### config.mk
export PLATFORM = sky130hd
export DESIGN_NAME = sdrahb_ram_rd_stream_flat
export DESIGN_NICKNAME = d
export VERILOG_FILES = /design/src/rtl/sdrahb_ram_rd_stream_if.sv /design/src/rtl/sdrahb_ram_rd_stream.sv /design/src/flat_wrapper.sv
export SDC_FILE = /design/constraint.sdc
export NUM_CORES = 1
export LEC_CHECK = 0
export ABC_AREA = 0
export CORE_MARGIN = 1.5
export CORE_UTILIZATION = 45
export DETAILED_ROUTE_END_ITERATION = 8
export MAX_ROUTING_LAYER = met4
export PLACE_DENSITY = 0.76
export REMOVE_ABC_BUFFERS = 1
export SETUP_SLACK_MARGIN = 0.1
export SLEW_MARGIN = 10
export SYNTH_ARGS = -nofsm -noshare
export SYNTH_HDL_FRONTEND = slang
export SYNTH_SLANG_ARGS = --single-unit
### constraint.sdc
create_clock -name clk -period 2.7 [get_ports clk]
set_input_delay 0.54 -clock clk [delete_from_list [all_inputs] [get_ports clk]]
set_output_delay 0.54 -clock clk [all_outputs]
set_load 0.05 [all_outputs]
### src/rtl/sdrahb_ram_rd_stream_if.sv
// Bus bundle for the RAM read-side sequencer: command inputs, RAM read
// port, output stream and debug visibility.
// Stream handshake: a word transfers on a clock edge where out_valid and
// out_ready are both high; once out_valid is raised, out_data and
// out_valid hold until that transfer (only abort or reset may retract them).
interface sdrahb_ram_rd_stream_if #(
    parameter int ADDR_WIDTH = 10,
    parameter int DATA_WIDTH = 32,
    parameter int LEN_WIDTH  = 5
);
    logic                  start;
    logic [ADDR_WIDTH-1:0] start_addr;
    logic [LEN_WIDTH-1:0]  burst_len;
    logic                  abort;
    logic [ADDR_WIDTH-1:0] rd_addr;
    logic [DATA_WIDTH-1:0] ram_rdata;
    logic [DATA_WIDTH-1:0] out_data;
    logic                  out_valid;
    logic                  out_ready;
    logic                  busy;
    logic                  done;
    logic [1:0]            dbg_state;
    logic [1:0]            dbg_fifo_cnt;

    modport slave (
        input  start, start_addr, burst_len, abort, ram_rdata, out_ready,
        output rd_addr, out_data, out_valid, busy, done, dbg_state, dbg_fifo_cnt
    );

    modport master (
        output start, start_addr, burst_len, abort, ram_rdata, out_ready,
        input  rd_addr, out_data, out_valid, busy, done, dbg_state, dbg_fifo_cnt
    );
endinterface

### src/rtl/sdrahb_ram_rd_stream.sv
// Read-side sequencer for the SDRAHB dual-port RAM buffer. Walks rd_addr
// through a burst, absorbs the RAM's one-cycle read latency and presents
// the words through a 2-entry skid FIFO as a valid/ready stream.
module sdrahb_ram_rd_stream #(
    parameter int MEM_DEPTH  = 1024,
    parameter int ADDR_WIDTH = 10,
    parameter int DATA_WIDTH = 32,
    parameter int LEN_WIDTH  = 5
) (
    input logic                  clk,
    input logic                  reset_n,
    sdrahb_ram_rd_stream_if.slave bus
);
    typedef enum logic [1:0] {
        S_IDLE  = 2'd0,
        S_RUN   = 2'd1,
        S_DRAIN = 2'd2
    } state_t;

    state_t                state_q, state_d;
    logic [ADDR_WIDTH-1:0] addr_q, addr_d;
    logic [LEN_WIDTH-1:0]  remain_q, remain_d;
    logic                  inflight_q, inflight_d;
    logic                  done_q, done_d;
    logic [1:0]            cnt_q, cnt_d;
    logic [DATA_WIDTH-1:0] head_q, head_d;
    logic [DATA_WIDTH-1:0] tail_q, tail_d;

    logic                  pop;
    logic                  push;
    logic [2:0]            occ;
    logic                  issue;
    logic                  drain_exit;
    logic [ADDR_WIDTH-1:0] addr_inc;

    // Handshake decode and read-issue decision; occupancy counts the word in
    // flight so the FIFO can never be asked to hold a third word.
    always_comb begin
        pop        = (cnt_q != 2'd0) && bus.out_ready;
        push       = inflight_q;
        occ        = {1'b0, cnt_q} + {2'b00, inflight_q} - {2'b00, pop};
        issue      = (state_q == S_RUN) && (remain_q != '0) && (occ < 3'd2) && !bus.abort;
        addr_inc   = (addr_q == ADDR_WIDTH'(MEM_DEPTH - 1)) ? '0 : addr_q + ADDR_WIDTH'(1);
        drain_exit = !inflight_q && ((cnt_q == 2'd0) || ((cnt_q == 2'd1) && pop));
    end

    // State register.
    always_ff @(posedge clk or negedge reset_n) begin
        if (!reset_n) state_q <= S_IDLE;
        else          state_q <= state_d;
    end

    // Next-state logic; abort overrides everything.
    always_comb begin
        state_d = state_q;
        if (bus.abort) begin
            state_d = S_IDLE;
        end else begin
            case (state_q)
                S_IDLE:  if (bus.start && (bus.burst_len != '0)) state_d = S_RUN;
                S_RUN:   if (issue && (remain_q == LEN_WIDTH'(1))) state_d = S_DRAIN;
                S_DRAIN: if (drain_exit) state_d = S_IDLE;
                default: state_d = S_IDLE;
            endcase
        end
    end

    // Output logic.
    always_comb begin
        bus.busy         = (state_q == S_RUN) || (state_q == S_DRAIN);
        bus.rd_addr      = addr_q;
        bus.out_data     = head_q;
        bus.out_valid    = (cnt_q != 2'd0);
        bus.done         = done_q;
        bus.dbg_state    = state_q;
        bus.dbg_fifo_cnt = cnt_q;
    end

    // Address, remaining-length, in-flight and done-pulse next values.
    always_comb begin
        addr_d     = addr_q;
        remain_d   = remain_q;
        inflight_d = 1'b0;
        done_d     = 1'b0;
        if (bus.abort) begin
            remain_d = '0;
        end else begin
            if ((state_q == S_IDLE) && bus.start) begin
                addr_d   = bus.start_addr;
                remain_d = bus.burst_len;
                done_d   = (bus.burst_len == '0);
            end
            if (issue) begin
                addr_d     = addr_inc;
                remain_d   = remain_q - LEN_WIDTH'(1);
                inflight_d = 1'b1;
            end
            if ((state_q == S_DRAIN) && drain_exit) done_d = 1'b1;
        end
    end

    // Skid FIFO next values: head is the stream output, tail the second slot.
    always_comb begin
        cnt_d  = cnt_q;
        head_d = head_q;
        tail_d = tail_q;
        if (bus.abort) begin
            cnt_d = 2'd0;
        end else begin
            case ({push, pop})
                2'b11: begin
                    if (cnt_q == 2'd1) begin
                        head_d = bus.ram_rdata;
                    end else begin
                        head_d = tail_q;
                        tail_d = bus.ram_rdata;
                    end
                end
                2'b01: begin
                    head_d = tail_q;
                    cnt_d  = cnt_q - 2'd1;
                end
                2'b10: begin
                    if (cnt_q == 2'd0) head_d = bus.ram_rdata;
                    else               tail_d = bus.ram_rdata;
                    cnt_d = cnt_q + 2'd1;
                end
                default: ;
            endcase
        end
    end

    // Datapath and FIFO registers.
    always_ff @(posedge clk or negedge reset_n) begin
        if (!reset_n) begin
            addr_q     <= '0;
            remain_q   <= '0;
            inflight_q <= 1'b0;
            done_q     <= 1'b0;
            cnt_q      <= 2'd0;
            head_q     <= '0;
            tail_q     <= '0;
        end else begin
            addr_q     <= addr_d;
            remain_q   <= remain_d;
            inflight_q <= inflight_d;
            done_q     <= done_d;
            cnt_q      <= cnt_d;
            head_q     <= head_d;
            tail_q     <= tail_d;
        end
    end
endmodule

### src/flat_wrapper.sv
// flat-port wrapper written by rule: the top's interface ports become plain ports
module sdrahb_ram_rd_stream_flat 
#(
    parameter int MEM_DEPTH  = 1024,
    parameter int ADDR_WIDTH = 10,
    parameter int DATA_WIDTH = 32,
    parameter int LEN_WIDTH  = 5
)
  (clk, reset_n, bus_start, bus_start_addr, bus_burst_len, bus_abort, bus_ram_rdata, bus_out_ready, bus_rd_addr, bus_out_data, bus_out_valid, bus_busy, bus_done, bus_dbg_state, bus_dbg_fifo_cnt);
  sdrahb_ram_rd_stream_if #(.ADDR_WIDTH(ADDR_WIDTH), .DATA_WIDTH(DATA_WIDTH), .LEN_WIDTH(LEN_WIDTH)) bus_i ();
  input logic clk;
  input logic reset_n;
  input wire logic [$bits(bus_i.start)-1:0] bus_start;
  input wire logic [$bits(bus_i.start_addr)-1:0] bus_start_addr;
  input wire logic [$bits(bus_i.burst_len)-1:0] bus_burst_len;
  input wire logic [$bits(bus_i.abort)-1:0] bus_abort;
  input wire logic [$bits(bus_i.ram_rdata)-1:0] bus_ram_rdata;
  input wire logic [$bits(bus_i.out_ready)-1:0] bus_out_ready;
  output wire logic [$bits(bus_i.rd_addr)-1:0] bus_rd_addr;
  output wire logic [$bits(bus_i.out_data)-1:0] bus_out_data;
  output wire logic [$bits(bus_i.out_valid)-1:0] bus_out_valid;
  output wire logic [$bits(bus_i.busy)-1:0] bus_busy;
  output wire logic [$bits(bus_i.done)-1:0] bus_done;
  output wire logic [$bits(bus_i.dbg_state)-1:0] bus_dbg_state;
  output wire logic [$bits(bus_i.dbg_fifo_cnt)-1:0] bus_dbg_fifo_cnt;
  assign bus_i.start = bus_start;
  assign bus_i.start_addr = bus_start_addr;
  assign bus_i.burst_len = bus_burst_len;
  assign bus_i.abort = bus_abort;
  assign bus_i.ram_rdata = bus_ram_rdata;
  assign bus_i.out_ready = bus_out_ready;
  assign bus_rd_addr = bus_i.rd_addr;
  assign bus_out_data = bus_i.out_data;
  assign bus_out_valid = bus_i.out_valid;
  assign bus_busy = bus_i.busy;
  assign bus_done = bus_i.done;
  assign bus_dbg_state = bus_i.dbg_state;
  assign bus_dbg_fifo_cnt = bus_i.dbg_fifo_cnt;
  sdrahb_ram_rd_stream #(.MEM_DEPTH(MEM_DEPTH), .ADDR_WIDTH(ADDR_WIDTH), .DATA_WIDTH(DATA_WIDTH), .LEN_WIDTH(LEN_WIDTH)) u_core (.clk(clk), .reset_n(reset_n), .bus(bus_i));
endmodule
==> flow_summary.json <==
{
  "hold_violations": 0,
  "htree_levels": 3,
  "insertion_delay_ps": 350,
  "drv_slew": 0,
  "synth_area_leaders": "dfrtp_1 51%, mux2_2 8.6%, mux2i_1 7.6%, o21ai_0 4.2%, nand2_1 3.8%",
  "drc": 0,
  "synth_top_cell_area_share_pct": 50.6,
  "cts_tree": "done",
  "end_kind": "register",
  "rsz0062_at_grt": "true",
  "clk_pin_slew_worst_paths_ps": 80,
  "drtIter0Drc": 67,
  "crit_type": "reg -> reg",
  "gp_congestion": 0.865,
  "final.setup.tns_ps": -225,
  "antenna_found_initial": 0,
  "syn_area_mm2": 0.00420,
  "diodes": 0,
  "synthArstFlopShare_pct": 100,
  "critPathLaunchType": "register",
  "synth_seq_cells": 85,
  "worst_pin_slew_ps": 566,
  "grt_pass1_vias": 3146,
  "grt_pass1_wl_mm": 15.4,
  "max_clock_freq_mhz": 359,
  "power_frac_clock_pct": 14.1,
  "fin_cells": 614,
  "ant_nets": 0,
  "clockBufferDepth": 2,
  "cp.required_ps": 2980,
  "crit_chain": "inv_2 > ha_4 > inv_4 > nand2_4 > xnor2_2 > nand2_1 > fa_1 > nand3b_4 > buf_6 > nor4_4 > a21oi_2 > or4_1 > nand3_1",
  "placed_cells": 586,
  "routed_wl_mm": 9.60,
  "p_int_uw": 3820,
  "die_y_um": 99.6,
  "grt.overflow.total": 0,
  "synth_warnings": 0,
  "synthCells": 372,
  "hpwl_mm": 6.29,
  "slew_headroom_pct": 62.3,
  "rr_worst_depth": 13,
  "p_total_uw": 7090,
  "drive_gt1_share_pct": 24.5,
  "leakagePower_uw": 0.00258,
  "violations": "setup timing",
  "switchingPower_uw": 3270,
  "wl_per_cell_um": 15.6,
  "track_usage_pct": 20.0,
  "final_nets": 561,
  "vias": 3300,
  "crit_arrival_ps": 3070,
  "pwr-share-seq_pct": 29.3,
  "worstPathMaxFanout": 3,
  "min_path_type": "in -> async",
  "setup_viol": 4,
  "grt_max_degree": 45,
  "fp.dieArea_mm2": 0.00993,
  "viasPerCell": 5.37,
  "cts_sinks": 85,
  "fin_worst_skew_ps": 10.3,
  "ys_types": 59,
  "num_rows": 35,
  "synth_most_common_cell": "dfrtp_1",
  "fp.coreArea_mm2": 0.00915,
  "yosysTopAreaCell": "dfrtp_1",
  "synth_ff_type": "dfrtp_1",
  "ys_seq_area_share_pct": 50.6,
  "slowest_stage": "fa_1",
  "worst_slack_ps": -88.0,
  "max-vdd-ir-drop_mv": 0.729,
  "period_share_pct": 103,
  "syn_avg_cell_area_um2": 11.3,
  "slowest_delay_ps": 540,
  "ios": 101,
  "place_area_mm2": 0.00544,
  "cts_root_buf": "clkbuf_8",
  "fin_area_mm2": 0.00593,
  "switching_share_pct": 46.1,
  "area_growth_pct": 41.1,
  "die_x_um": 99.6,
  "post-place-ws_ps": -547,
  "status": "finished, violations left",
  "cap_violations": 0,
  "p_per_area_mw_per_mm2": 1200,
  "firstDrtPassIters": 4,
  "comb_power_share_pct": 56.6,
  "period_needed_ps": 2790,
  "synth-edff-count": 0,
  "synth_commonest_cells": "85 x dfrtp_1, 42 x nand2_1, 35 x o21ai_0, 32 x mux2_2, 32 x mux2i_1",
  "path_buf_inv": 3,
  "path_depth": 13,
  "cts_buffers": 9,
  "start_util_pct": 45.9,
  "portBuffers": 100,
  "critPathTopFamily": "simple AND/OR/NAND/NOR gates"
}
[routing by layer]
layer | vias to the layer above | track usage (%) | wire, um
met2 | 102 | 30.8 | 4530
met3 | 17 | 3.94 | 449
met4 | 0 | 5.85 | 138
met1 | 1593 | 27.1 | 4480
met5 | - | - | 0
li1 | 1588 | - | -
[cells by family after synthesis]
| kind of cell | count (synthesis) | synth area share, % |
|---|---|---|
| buffers and inverters | 33 | 4.20 |
| DFF | 85 | 50.6 |
| adders and majority gates | 12 | 3.69 |
| muxes | 64 | 16.2 |
| xor gates and xnor gates | 5 | 1.04 |
| and+or+nand+nor | 90 | 11.0 |
| AOI/OAI and AO/OA | 83 | 13.2 |
[cells in the final DEF, fill, tap and decap left out, types with 4 or more instances in the layout]
| master | count |
|---|---|
| clkbuf_8 | 9 |
| buf_4 | 21 |
| dfrtp_1 | 85 |
| a21oi_1 | 7 |
| mux2i_1 | 32 |
| o21ai_0 | 35 |
| nand3_1 | 9 |
| ha_1 | 9 |
| buf_12 | 4 |
| nand2_1 | 41 |
| inv_1 | 9 |
| o2bb2ai_1 | 4 |
| buf_6 | 8 |
| a22oi_2 | 4 |
| clkdlybuf4s50_1 | 97 |
| nor2_1 | 10 |
| a21oi_2 | 4 |
| mux2_2 | 32 |
| a211oi_2 | 4 |
| o21ai_1 | 4 |
[layout make-up]
cell class,instances,area (um^2)
multi-input combinational,256,2060
clock inverter,7,96.3
timing repair buffer,132,1320
timing repair inverter,1,6.26
fill,699,3220
clock buffer,9,124
sequential,85,2130
inverter,13,58.8
tap,111,139
[through the flow]
| step | util, % | hold WS, ps |
|---|---|---|
| global route | 64.8 | 205 |
| finish | 64.8 | 183 |
| detailed placement | 59.5 | 470 |
| CTS | 63.1 | 182 |
| global placement | 59.5 | 460 |
| floorplan | - | 244 |
[state kept, by name, summed over array words and instances (netlist names)]
signal                   flops
u_core.bus.dbg_fifo_cnt      2
u_core.bus.rd_addr          10
u_core.inflight_q            1
u_core.remain_q              5
u_core.tail_q               32
u_core.bus.done              1
u_core.bus.dbg_state         2
u_core.bus.out_data         32
[final timing paths]
check | start | to | slack (ps)
worst max-delay path | u_core.bus.dbg_fifo_cnt[0] | u_core.bus.dbg_state[0] | -90
worst min-delay path | reset_n | u_core.bus.out_data[17] | 180
worst max register to register | u_core.bus.dbg_fifo_cnt[0] | u_core.bus.dbg_state[0] | -90
worst min register to register | u_core.bus.out_data[31] | u_core.bus.out_data[31] | 490
max in group asynchronous | reset_n | u_core.bus.out_data[19] | 1890
min in group clk | u_core.bus.out_data[31] | u_core.bus.out_data[31] | 490
[power groups by stage]
stage / logic, uW / registers, uW / clock network (uW)
5_1_grt: 4260 / 2140 / 1080
2_1_floorplan: 1310 / 3200 / 0
6_report: 4010 / 2080 / 997
3_3_place_gp: 3690 / 2060 / 0
3_5_place_dp: 3760 / 2080 / 0
4_1_cts: 3900 / 2070 / 1020
[worst register-to-register path: stages (launching register included)]
cell	delay, ps
dfrtp_1	390
inv_2	60
ha_4	160
inv_4	60
nand2_4	50
xnor2_2	150
nand2_1	90
fa_1	540
nand3b_4	100
buf_6	130
nor4_4	300
a21oi_2	120
or4_1	510
nand3_1	80
[what timing repair did]
item,in CTS,in global routing
pin swaps,22,25
setup buffers,4,6
resized for setup,20,23
cloned,1,2
hold buffers,0,0
endpoints found under the setup margin,18,19
Note: power is estimated with default switching activity, not from simulation.
